<file path="src/rtl/ram_pkg.sv">
// ram_pkg
// Shared definitions for the sample-RAM reader and writer: RAM geometry
// and the playback state encoding.
package ram_pkg;

    localparam int RAM_DEPTH  = 87424;
    localparam int RAM_ADDR_W = 17;
    localparam int RAM_DATA_W = 16;

    typedef enum logic [1:0] {
        IDLE  = 2'd0,
        RUN   = 2'd1,
        DRAIN = 2'd2
    } state_t;

endpackage

</file>
<file path="src/rtl/ram_reader_skid_fifo.sv">
// skid_fifo
// Two-entry FIFO that absorbs RAM read data while the stream consumer stalls.
// Ports:
//   clk, rst_n : clock, asynchronous active-low reset (clears storage too)
//   flush      : synchronous empty, has priority over push/pop
//   push, pop  : write wr_data / retire the head entry
//   wr_data    : entry written on push
//   rd_data    : current head entry (meaningful only when !empty)
//   full/empty : occupancy flags
module skid_fifo #(
    parameter int WIDTH = 17
) (
    input  logic             clk,
    input  logic             rst_n,
    input  logic             flush,
    input  logic             push,
    input  logic             pop,
    input  logic [WIDTH-1:0] wr_data,
    output logic [WIDTH-1:0] rd_data,
    output logic             full,
    output logic             empty
);

    logic [WIDTH-1:0] mem [2];
    logic             wr_ptr;
    logic             rd_ptr;
    logic [1:0]       count;
    logic             do_push;
    logic             do_pop;

    // A push into a full FIFO is accepted only when the head leaves the same cycle.
    assign do_pop  = pop && (count != 2'd0);
    assign do_push = push && ((count != 2'd2) || do_pop);

    always_ff @(posedge clk or negedge rst_n) begin
        if (!rst_n) begin
            mem[0] <= '0;
            mem[1] <= '0;
            wr_ptr <= 1'b0;
            rd_ptr <= 1'b0;
            count  <= 2'd0;
        end else if (flush) begin
            wr_ptr <= 1'b0;
            rd_ptr <= 1'b0;
            count  <= 2'd0;
        end else begin
            if (do_push) begin
                mem[wr_ptr] <= wr_data;
                wr_ptr      <= ~wr_ptr;
            end
            if (do_pop) begin
                rd_ptr <= ~rd_ptr;
            end
            case ({do_push, do_pop})
                2'b10:   count <= count + 2'd1;
                2'b01:   count <= count - 2'd1;
                default: count <= count;
            endcase
        end
    end

    assign rd_data = mem[rd_ptr];
    assign full    = (count == 2'd2);
    assign empty   = (count == 2'd0);

endmodule

</file>
<file path="src/rtl/ram_reader.sv">
// ram_reader
// Plays back the first len words of a single-port sample RAM (registered
// read, one cycle latency) as a valid/ready stream, optionally looping.
// Ports:
//   clk, rst_n          : clock, asynchronous active-low reset
//   start, abort        : begin playback (IDLE only) / stop and flush
//   loop_en             : replay the buffer continuously
//   num_samples         : words to play, latched on start (clamped to DEPTH)
//   busy, done          : not-IDLE flag / one-cycle pulse on return to IDLE
//   ram_addr, ram_rd_en : RAM read port; ram_wr_en/ram_wr_data tied off
//   ram_rd_data         : data for the read issued the previous cycle
//   m_valid, m_data, m_last, m_ready : output sample stream
module ram_reader
    import ram_pkg::*;
#(
    parameter int DEPTH  = RAM_DEPTH,
    parameter int ADDR_W = RAM_ADDR_W,
    parameter int DATA_W = RAM_DATA_W
) (
    input  logic              clk,
    input  logic              rst_n,
    input  logic              start,
    input  logic              abort,
    input  logic              loop_en,
    input  logic [ADDR_W-1:0] num_samples,
    output logic              busy,
    output logic              done,
    output logic [ADDR_W-1:0] ram_addr,
    output logic              ram_rd_en,
    output logic              ram_wr_en,
    output logic [DATA_W-1:0] ram_wr_data,
    input  logic [DATA_W-1:0] ram_rd_data,
    output logic              m_valid,
    output logic [DATA_W-1:0] m_data,
    output logic              m_last,
    input  logic              m_ready
);

    localparam logic [ADDR_W-1:0] DEPTH_LEN = ADDR_W'(DEPTH);

    state_t            state;
    state_t            state_nxt;
    logic [ADDR_W-1:0] len_q;
    logic [ADDR_W-1:0] addr_q;
    logic [ADDR_W-1:0] len_in;
    logic              inflight_q;
    logic              inflight_last_q;
    logic              done_q;
    logic              done_nxt;
    logic              start_ok;
    logic              issue;
    logic              last_issue;
    logic              head_valid;
    logic              bypass;
    logic              accept;
    logic              fifo_push;
    logic              fifo_pop;
    logic              fifo_full;
    logic              fifo_empty;
    logic              fifo_drains;
    logic [DATA_W:0]   fifo_rd_data;

    assign len_in   = (num_samples > DEPTH_LEN) ? DEPTH_LEN : num_samples;
    // The cycle done pulses is still IDLE, but a start there is deliberately dropped.
    assign start_ok = (state == IDLE) && start && !abort && !done_q;

    // When the FIFO is empty the word arriving from the RAM is offered
    // directly; it is only written into the FIFO if the consumer does not
    // take it this cycle. This keeps first-sample latency at two cycles and
    // lets one sample per cycle flow while never having more than two words
    // (stored plus in flight) outstanding.
    assign head_valid = !fifo_empty;
    assign bypass     = !head_valid && inflight_q;
    assign m_valid    = head_valid || inflight_q;
    assign {m_last, m_data} = bypass ? {inflight_last_q, ram_rd_data} : fifo_rd_data;

    assign accept    = m_valid && m_ready;
    assign fifo_pop  = accept && head_valid;
    assign fifo_push = inflight_q && !(accept && bypass);

    // Read only while stored plus in-flight words is below two.
    assign issue      = (state == RUN) && !abort && !fifo_full && !(head_valid && inflight_q);
    assign last_issue = issue && (addr_q == (len_q - ADDR_W'(1)));

    // True when, after this edge, the FIFO will hold nothing (DRAIN has no new reads).
    assign fifo_drains = fifo_empty ? !fifo_push
                                    : (!fifo_full && fifo_pop && !fifo_push);

    always_comb begin
        state_nxt = state;
        done_nxt  = 1'b0;
        if (abort) begin
            state_nxt = IDLE;
            done_nxt  = (state != IDLE);
        end else begin
            case (state)
                IDLE: begin
                    if (start_ok) begin
                        if (len_in != '0) begin
                            state_nxt = RUN;
                        end else begin
                            done_nxt = 1'b1;
                        end
                    end
                end
                RUN: begin
                    if (last_issue && !loop_en) begin
                        state_nxt = DRAIN;
                    end
                end
                DRAIN: begin
                    if (fifo_drains) begin
                        state_nxt = IDLE;
                        done_nxt  = 1'b1;
                    end
                end
                default: begin
                    state_nxt = IDLE;
                end
            endcase
        end
    end

    always_ff @(posedge clk or negedge rst_n) begin
        if (!rst_n) begin
            state           <= IDLE;
            done_q          <= 1'b0;
            len_q           <= '0;
            addr_q          <= '0;
            inflight_q      <= 1'b0;
            inflight_last_q <= 1'b0;
        end else begin
            state           <= state_nxt;
            done_q          <= done_nxt;
            inflight_q      <= issue;
            inflight_last_q <= last_issue;
            if (start_ok) begin
                len_q <= len_in;
            end
            // Wrapping to 0 after the last address serves both loop and drain.
            if (abort) begin
                addr_q <= '0;
            end else if (issue) begin
                addr_q <= last_issue ? '0 : addr_q + ADDR_W'(1);
            end
        end
    end

    skid_fifo #(
        .WIDTH(DATA_W + 1)
    ) u_fifo (
        .clk     (clk),
        .rst_n   (rst_n),
        .flush   (abort),
        .push    (fifo_push),
        .pop     (fifo_pop),
        .wr_data ({inflight_last_q, ram_rd_data}),
        .rd_data (fifo_rd_data),
        .full    (fifo_full),
        .empty   (fifo_empty)
    );

    assign ram_addr    = addr_q;
    assign ram_rd_en   = issue;
    assign ram_wr_en   = 1'b0;
    assign ram_wr_data = '0;
    assign busy        = (state != IDLE);
    assign done        = done_q;

endmodule

</file>
<file path="config.mk">
export PLATFORM = sky130hd
export DESIGN_NAME = ram_reader
export DESIGN_NICKNAME = d
export VERILOG_FILES = /design/src/rtl/ram_pkg.sv /design/src/rtl/ram_reader_skid_fifo.sv /design/src/rtl/ram_reader.sv
export SDC_FILE = /design/constraint.sdc
export NUM_CORES = 1
export LEC_CHECK = 0
export ABC_AREA = 1
export BUFFER_PORTS_ARGS = -buffer_cell sky130_fd_sc_hd__buf_2
export CORE_AREA = 2 2 99 101
export CTS_CLUSTER_DIAMETER = 30
export CTS_CLUSTER_SIZE = 25
export DETAILED_ROUTE_END_ITERATION = 12
export DIE_AREA = 0 0 101 103
export GPL_TIMING_DRIVEN = 0
export PLACE_DENSITY = 0.78
export SKIP_CTS_REPAIR_TIMING = 1
export SYNTH_ARGS = -nofsm -noshare
export SYNTH_HDL_FRONTEND = slang
export SYNTH_SLANG_ARGS = --single-unit
</file>
<file path="constraint.sdc">
create_clock -name clk -period 5.74 [get_ports clk]
set_input_delay 0.287 -clock clk [delete_from_list [all_inputs] [get_ports clk]]
set_output_delay 0.287 -clock clk [all_outputs]
set_load 0.005 [all_outputs]
</file>
Word-level counts from Yosys, hierarchy flattened

Index checks and enable logic that the tools add are counted.

Register bits after elaboration: 77
Bits of input ports: 39
Output and inout port bits: 55

$add $sub $neg: 4
Order comparisons: 4
Equality and inequality tests: 11
Mux-type cells: 29
Bitwise operators: 5
Reductions and logical operators: 40

Operators with widths:

| kind                                                  | number |
|---|---|
| two-way mux 17 bit                                    | 9 |
| bitwise mux 34 bit                                    | 1 |
| logical AND 1 bit                                     | 19 |
| adder 17 x 1 -> 17 bit, second input constant         | 1 |
| demux 17 bit (select 1 bit)                           | 1 |
| == test 17 bit                                        | 1 |
| > comparator 17 bit, second input constant            | 1 |
| nonzero test 17 bit                                   | 1 |
| subtractor 17 x 1 -> 17 bit, second input constant    | 1 |
| two-way mux 2 bit                                     | 6 |
| nonzero test 2 bit                                    | 5 |
| two-way mux 1 bit                                     | 9 |
| zero test 1 bit                                       | 8 |
| == test 2 bit, second input constant                  | 3 |
| inequality test 3 x 2 -> 1 bit, second input constant | 2 |
| inequality test 3 bit, second input constant          | 2 |
| case mux 2 bit (3 select lines)                       | 1 |
| == test 2 x 1 -> 1 bit, second input constant         | 2 |
| >= comparator 2 bit, second input constant            | 2 |
| zero test 2 bit                                       | 2 |
| inverter 1 -> 2 bit                                   | 2 |
| case mux 2 bit (2 select lines)                       | 1 |
| AND reduction 4 bit                                   | 1 |
| inverter 1 bit                                        | 3 |
| other kinds (8)                                       | 9 |

Depth between registers and ports, before layout

Depth after elaboration: 13
Depth in mapped cells: 15
Depth with buffers taken out: 14

Cells and area by module

Synthesis repeated with hierarchy kept, for this count alone.

Cell total of the unflattened synthesis: 704
Area, all modules: 5171.2 sq um

Modules (own cells, without submodules):

| module     | instances | cells an instance | area each (sq um) |
|---|---|---|---|
| ram_reader | 1         | 485               | 3268.1 |
| skid_fifo  | 1         | 219               | 1903.1 |

Worst setup path before layout

Ideal clock, no wire load.

Path kind: reg2reg
Start point: register len_q[0]
End point: register addr_q[15] (netlist: ram_addr[15])
Setup time: 0.115 ns
Arrival time: 1.890 ns
Data required time: 5.625 ns
Path slack: 3.735 ns
Stages on the path, launching flop included: 15
Buffers on the path: 1
Clock period less this slack: 2.005 ns
Cell sequence: dfrtp_1 -> inv_2 -> ha_1 -> or2_0 -> a21oi_2 -> nand2_1 -> nor2_1 -> nand2_1 -> nor2_2 -> nand2_2 -> nor2_4 -> nand2_4 -> buf_8 -> nand3_2 -> nand2_2

Longest elaborated chain between the ends: 6

RTL lines:

| element                     | RTL line          | RTL |
|---|---|---|
| start, declared             | ram_reader.sv:43  | `logic [ADDR_W-1:0] len_q;` |
| start signal, assigned      | ram_reader.sv:138 | `len_q <= len_in;` |
| subtractor 17 x 1 -> 17 bit | ram_reader.sv:83  | `assign last_issue = issue && (addr_q == (len_q - ADDR_W'(1)));` |
| == test 17 bit              | ram_reader.sv:83  |  |
| logical AND 1 bit           | ram_reader.sv:83  |  |
| two-way mux 17 bit          | ram_reader.sv:144 | `addr_q <= last_issue ? '0 : addr_q + ADDR_W'(1);` |
| two-way mux 17 bit          | ram_reader.sv:143 | `end else if (issue) begin` |
| two-way mux 17 bit          | ram_reader.sv:141 | `if (abort) begin` |
| end signal, assigned        | ram_reader.sv:144 |  |
| end, declared               | ram_reader.sv:44  | `logic [ADDR_W-1:0] addr_q;` |

Every way passes these cells. The select of a mux whose other input is x is not followed.
A chain may end at the register's enable or synchronous reset.

Worst setup path in the final report

Start point: register u_fifo.count[0]
End point: output port m_data[10]

Longest elaborated chain between the ends: 3

RTL lines:

| element                | RTL line                   | RTL |
|---|---|---|
| start, declared        | ram_reader_skid_fifo.sv:27 | `logic [1:0] count;` |
| start signal, assigned | ram_reader_skid_fifo.sv:55 | `2'b10: count <= count + 2'd1;` |
| start signal, assigned | ram_reader_skid_fifo.sv:56 | `2'b01: count <= count - 2'd1;` |
| start signal, assigned | ram_reader_skid_fifo.sv:57 | `default: count <= count;` |
| zero test 2 bit        | ram_reader_skid_fifo.sv:64 | `assign empty = (count == 2'd0);` |
| logical AND 1 bit      | ram_reader.sv:73           | `assign bypass = !head_valid && inflight_q;` |
| two-way mux 17 bit     | ram_reader.sv:75           | `assign {m_last, m_data} = bypass ? {inflight_last_q, ram_rd_data} : fifo_rd_data;` |
| end, declared          | ram_reader.sv:34           | `output logic [DATA_W-1:0] m_data,` |

Every way passes these cells.

==> results.md <==
* Worst-path clk slew at 0.08 ns
* Vias at 4749
* Lkg Pwr at 3.044 nW
* R2r endpoint: ram_addr[11]$_DFFE_PN0P_
* Hold Vio Cnt, Final at 0
* Cell count of the worst reg-to-reg path at 12
* Post-Route WL at 12820 um
* Met1 Use GR at 31.37%
* WL/cell at 14.07 um
* Post-Syn Instances at 687
* Final core utilization at 62.80%
* H-tree level count at 3
* R2R setup slack at 3.46 ns
* Routed Antenna Nets at 0
* Number of diodes at 0
* Top Ports at 94
* Later-pin clock latency in the skew report at 0.36 ns
* Comb pwr share at 30.2%
* Worst vdd ir at 196.7 uV
* Hold_ws at 0.1727 ns
* CTS tree: done
* Initial cell density of the core at 53.37%
* CP arrival at 2.01 ns
* Maxcap violations at 0
* Status: complete, no violations
* Die X at 101 um
* Hold path startpoint: num_samples[16]
* Overflow after GRT at 0
* Syn Area/Cell at 7.349 um^2
* Crit path kind: flop to primary output
* Achievable Freq at 0.4348 GHz
* Busiest layer in global routing: met2
* Post-Place Cells at 894
* Num CTS Buffers at 9
* # port buffers at 76
* Met3 Use GR at 2.983%
* Cell taking the most area after synthesis: dfrtp_1
* Slew headroom at 55.12%
* Sequential power share at 39.4%
* Routability Congestion at 0.8646
* Setup TNS at 0 ns
* Dpl cell area at 0.005662 mm^2
* Pwr/cell area at 307.6 mW/mm^2
* DIE HEIGHT at 103 um
* Final HPWL DP at 9615 um
* Crit start category: flop
* Met2 GRT Util at 46.97%
* Row cnt at 36
* Slowest-stage cell, CP: clkbuf_1
* Mapped cell area at 0.005049 mm^2
* Pin count of the biggest net entering global routing at 54
* Unrepaired setup endpoints after global routing: no
* Fraction of layout cells with a size suffix above 1 at 23.34%
* TritonCTS Sinks at 77
* Final min period at 2.300 ns
* Post-synth EDFFs at 0
* Synth area leaders: dfrtp_1 38%, nand2_1 13%, inv_1 5.7%
* GRT Util Overall at 25.44%
* Post-synthesis sequential area ratio at 38.17%
* CTS root buf: clkbuf_8
* Clock buffer depth at 2
* YS warnings at 0
* Worst flop-to-flop path startpoint: len_q[0]$_DFFE_PN0P_
* Yosys cell types at 50
* Hold path depth at 3
* Int Power at 1.197 mW
* Final Skew at 0.01452 ns
* Setup crit end kind: primary output
* Drt via density at 5.213
* First-pass GRT wire length at 20980 um
* Worst slew pin tran at 0.6677 ns
* DRC Markers at 0
* Endpoints failing setup at 0
* Post-layout instance area at 0.005941 mm^2
* Ys async rst share at 100.0%
* DR pass1 iterations at 5
* Slowest stage delay, CP at 0.49 ns
* Crit path cell chain: nor2_2 -> nand2_1 -> clkbuf_1 -> nor2_1 -> a31oi_1 -> buf_2
* Yosys reg bits at 77
* Area growth syn-to-layout at 17.67%
* Clk pwr share at 30.4%
* DRT iter0 DRCs at 204
* Antenna violations before repair at 0
* Vias in the first global route at 4530
* Max Fanout on Critical Path at 10
* Slew Limit Fails at 0
* Sw frac at 34.48%
* Final Non-Filler Cells at 911
* HP Class: input pin to flop
* Nets at 833
* Switching pwr at 0.6299 mW
* Main synth FF type: dfrtp_1
* Area share of the largest cell type after synthesis at 38.17%
* CP required at 5.45 ns
* Core footprint at 0.009459 mm^2
* Hold EP: len_q[16]$_DFFE_PN0P_
* Tcrit/Tclk final at 40.07%
* Die area at 0.01040 mm^2
## worst max path at each step
stage	startpoint	to	depth (start not counted)
floorplan	len_q[0]$_DFFE_PN0P_	ram_addr[15]$_DFFE_PN0P_	14
global placement	len_q[0]$_DFFE_PN0P_	ram_addr[10]$_DFFE_PN0P_	14
detailed placement	len_q[0]$_DFFE_PN0P_	ram_addr[11]$_DFFE_PN0P_	12
CTS	u_fifo.count[0]$_DFFE_PN0P_	m_data[10]	6
global route	u_fifo.count[0]$_DFFE_PN0P_	m_data[11]	6
finish	u_fifo.count[0]$_DFFE_PN0P_	m_data[10]	6
## registers in the layout, indices dropped and copies added, names as in the netlist
register         cells
done                 1
inflight_last_q      1
inflight_q           1
len_q               17
ram_addr            17
state                2
u_fifo.count         2
u_fifo.mem          34
u_fifo.rd_ptr        1
u_fifo.wr_ptr        1
## cells by family (layout without fill, tap and decap cells)
group | count (synthesis) | count (layout) | share of synthesized area, %
and+or+nand+nor | 353 | 353 | 33.85
AOI/OAI and AO/OA | 101 | 101 | 11.20
DFF | 77 | 77 | 38.17
buffers and inverters | 128 | 222 | 11.72
adders and majority gates | 2 | 2 | 0.4956
other | 1 | 17 | 0.07428
xor gates and xnor gates | 25 | 25 | 4.486
## cell type report
cell class	count	area, um^2
repair buffers	78	420.4
plain buffers	39	256.5
multi-input cells	498	2590
clock buffers	9	123.9
fillers	878	3518
flip-flops and latches	77	1927
clock inverters	7	145.1
inverters	89	335.3
well taps	114	142.6
## power groups by stage
| stage | sequential, mW | combinational [mW] | clock, mW |
|---|---|---|---|
| 3_5_place_dp | 0.728 | 0.550 | 0 |
| 6_report | 0.719 | 0.552 | 0.556 |
| 2_1_floorplan | 0.708 | 0.390 | 0 |
| 3_3_place_gp | 0.722 | 0.532 | 0 |
| 5_1_grt | 0.731 | 0.630 | 0.581 |
| 4_1_cts | 0.718 | 0.553 | 0.560 |
## cells in the mapped netlist (2+ instances only)
| cell type | number |
|---|---|
| ha_1 | 2 |
| a31oi_1 | 20 |
| xor2_1 | 16 |
| buf_6 | 2 |
| o21ai_0 | 45 |
| buf_4 | 18 |
| clkinv_1 | 2 |
| nor2_2 | 9 |
| inv_1 | 76 |
| o211ai_1 | 2 |
| xnor2_1 | 8 |
| clkbuf_1 | 15 |
| o22ai_1 | 6 |
| nor3_1 | 8 |
| dfrtp_1 | 77 |
| nor2_4 | 10 |
| nand2_2 | 17 |
| nand2_1 | 173 |
| nor2_1 | 64 |
| o21ai_1 | 12 |
| o21a_1 | 2 |
| inv_2 | 10 |
| a21oi_1 | 9 |
| nand3b_1 | 3 |
| nand4_1 | 7 |
| nor3b_1 | 2 |
| nand3_1 | 37 |
| nand3_2 | 13 |
## metrics by stage
stage,power (mW),setup slack (ns)
finish,1.827,3.440
global route,1.942,3.326
CTS,1.831,3.442
detailed placement,1.278,3.468
global placement,1.255,3.540
floorplan,1.097,3.735
## cell usage in the layout, fill, tap and decap left out, drive strengths merged, types with 2 or more instances in the layout
master and n:
nand4 8, a21oi 10, inv 87, nor2 83, a31oi 20, ha 2, clkbuf 26, o22ai 6
nand3 51, nand3b 4, nor3b 2, or2 3, xnor2 8, o21ai 58, xor2 17, buf 98
o21a 2, clkinv 4, nand2 191, dfrtp 77, conb 17, bufinv 4, o211ai 2, nor3 8
## metal layers
layer,vias up,routed length [um]
li1,2363,-
met1,2231,5512
met2,138,6567
met3,17,569
met4,0,165
met5,-,0
## worst max-delay path: cells and delay by family (launching register included)
kind,cells,cell delay [ns]
and+or+nand+nor,3,0.39
DFF,1,0.46
buffers and inverters,2,0.63
AOI/OAI and AO/OA,1,0.17
Power figures use the tool's default switching activity.
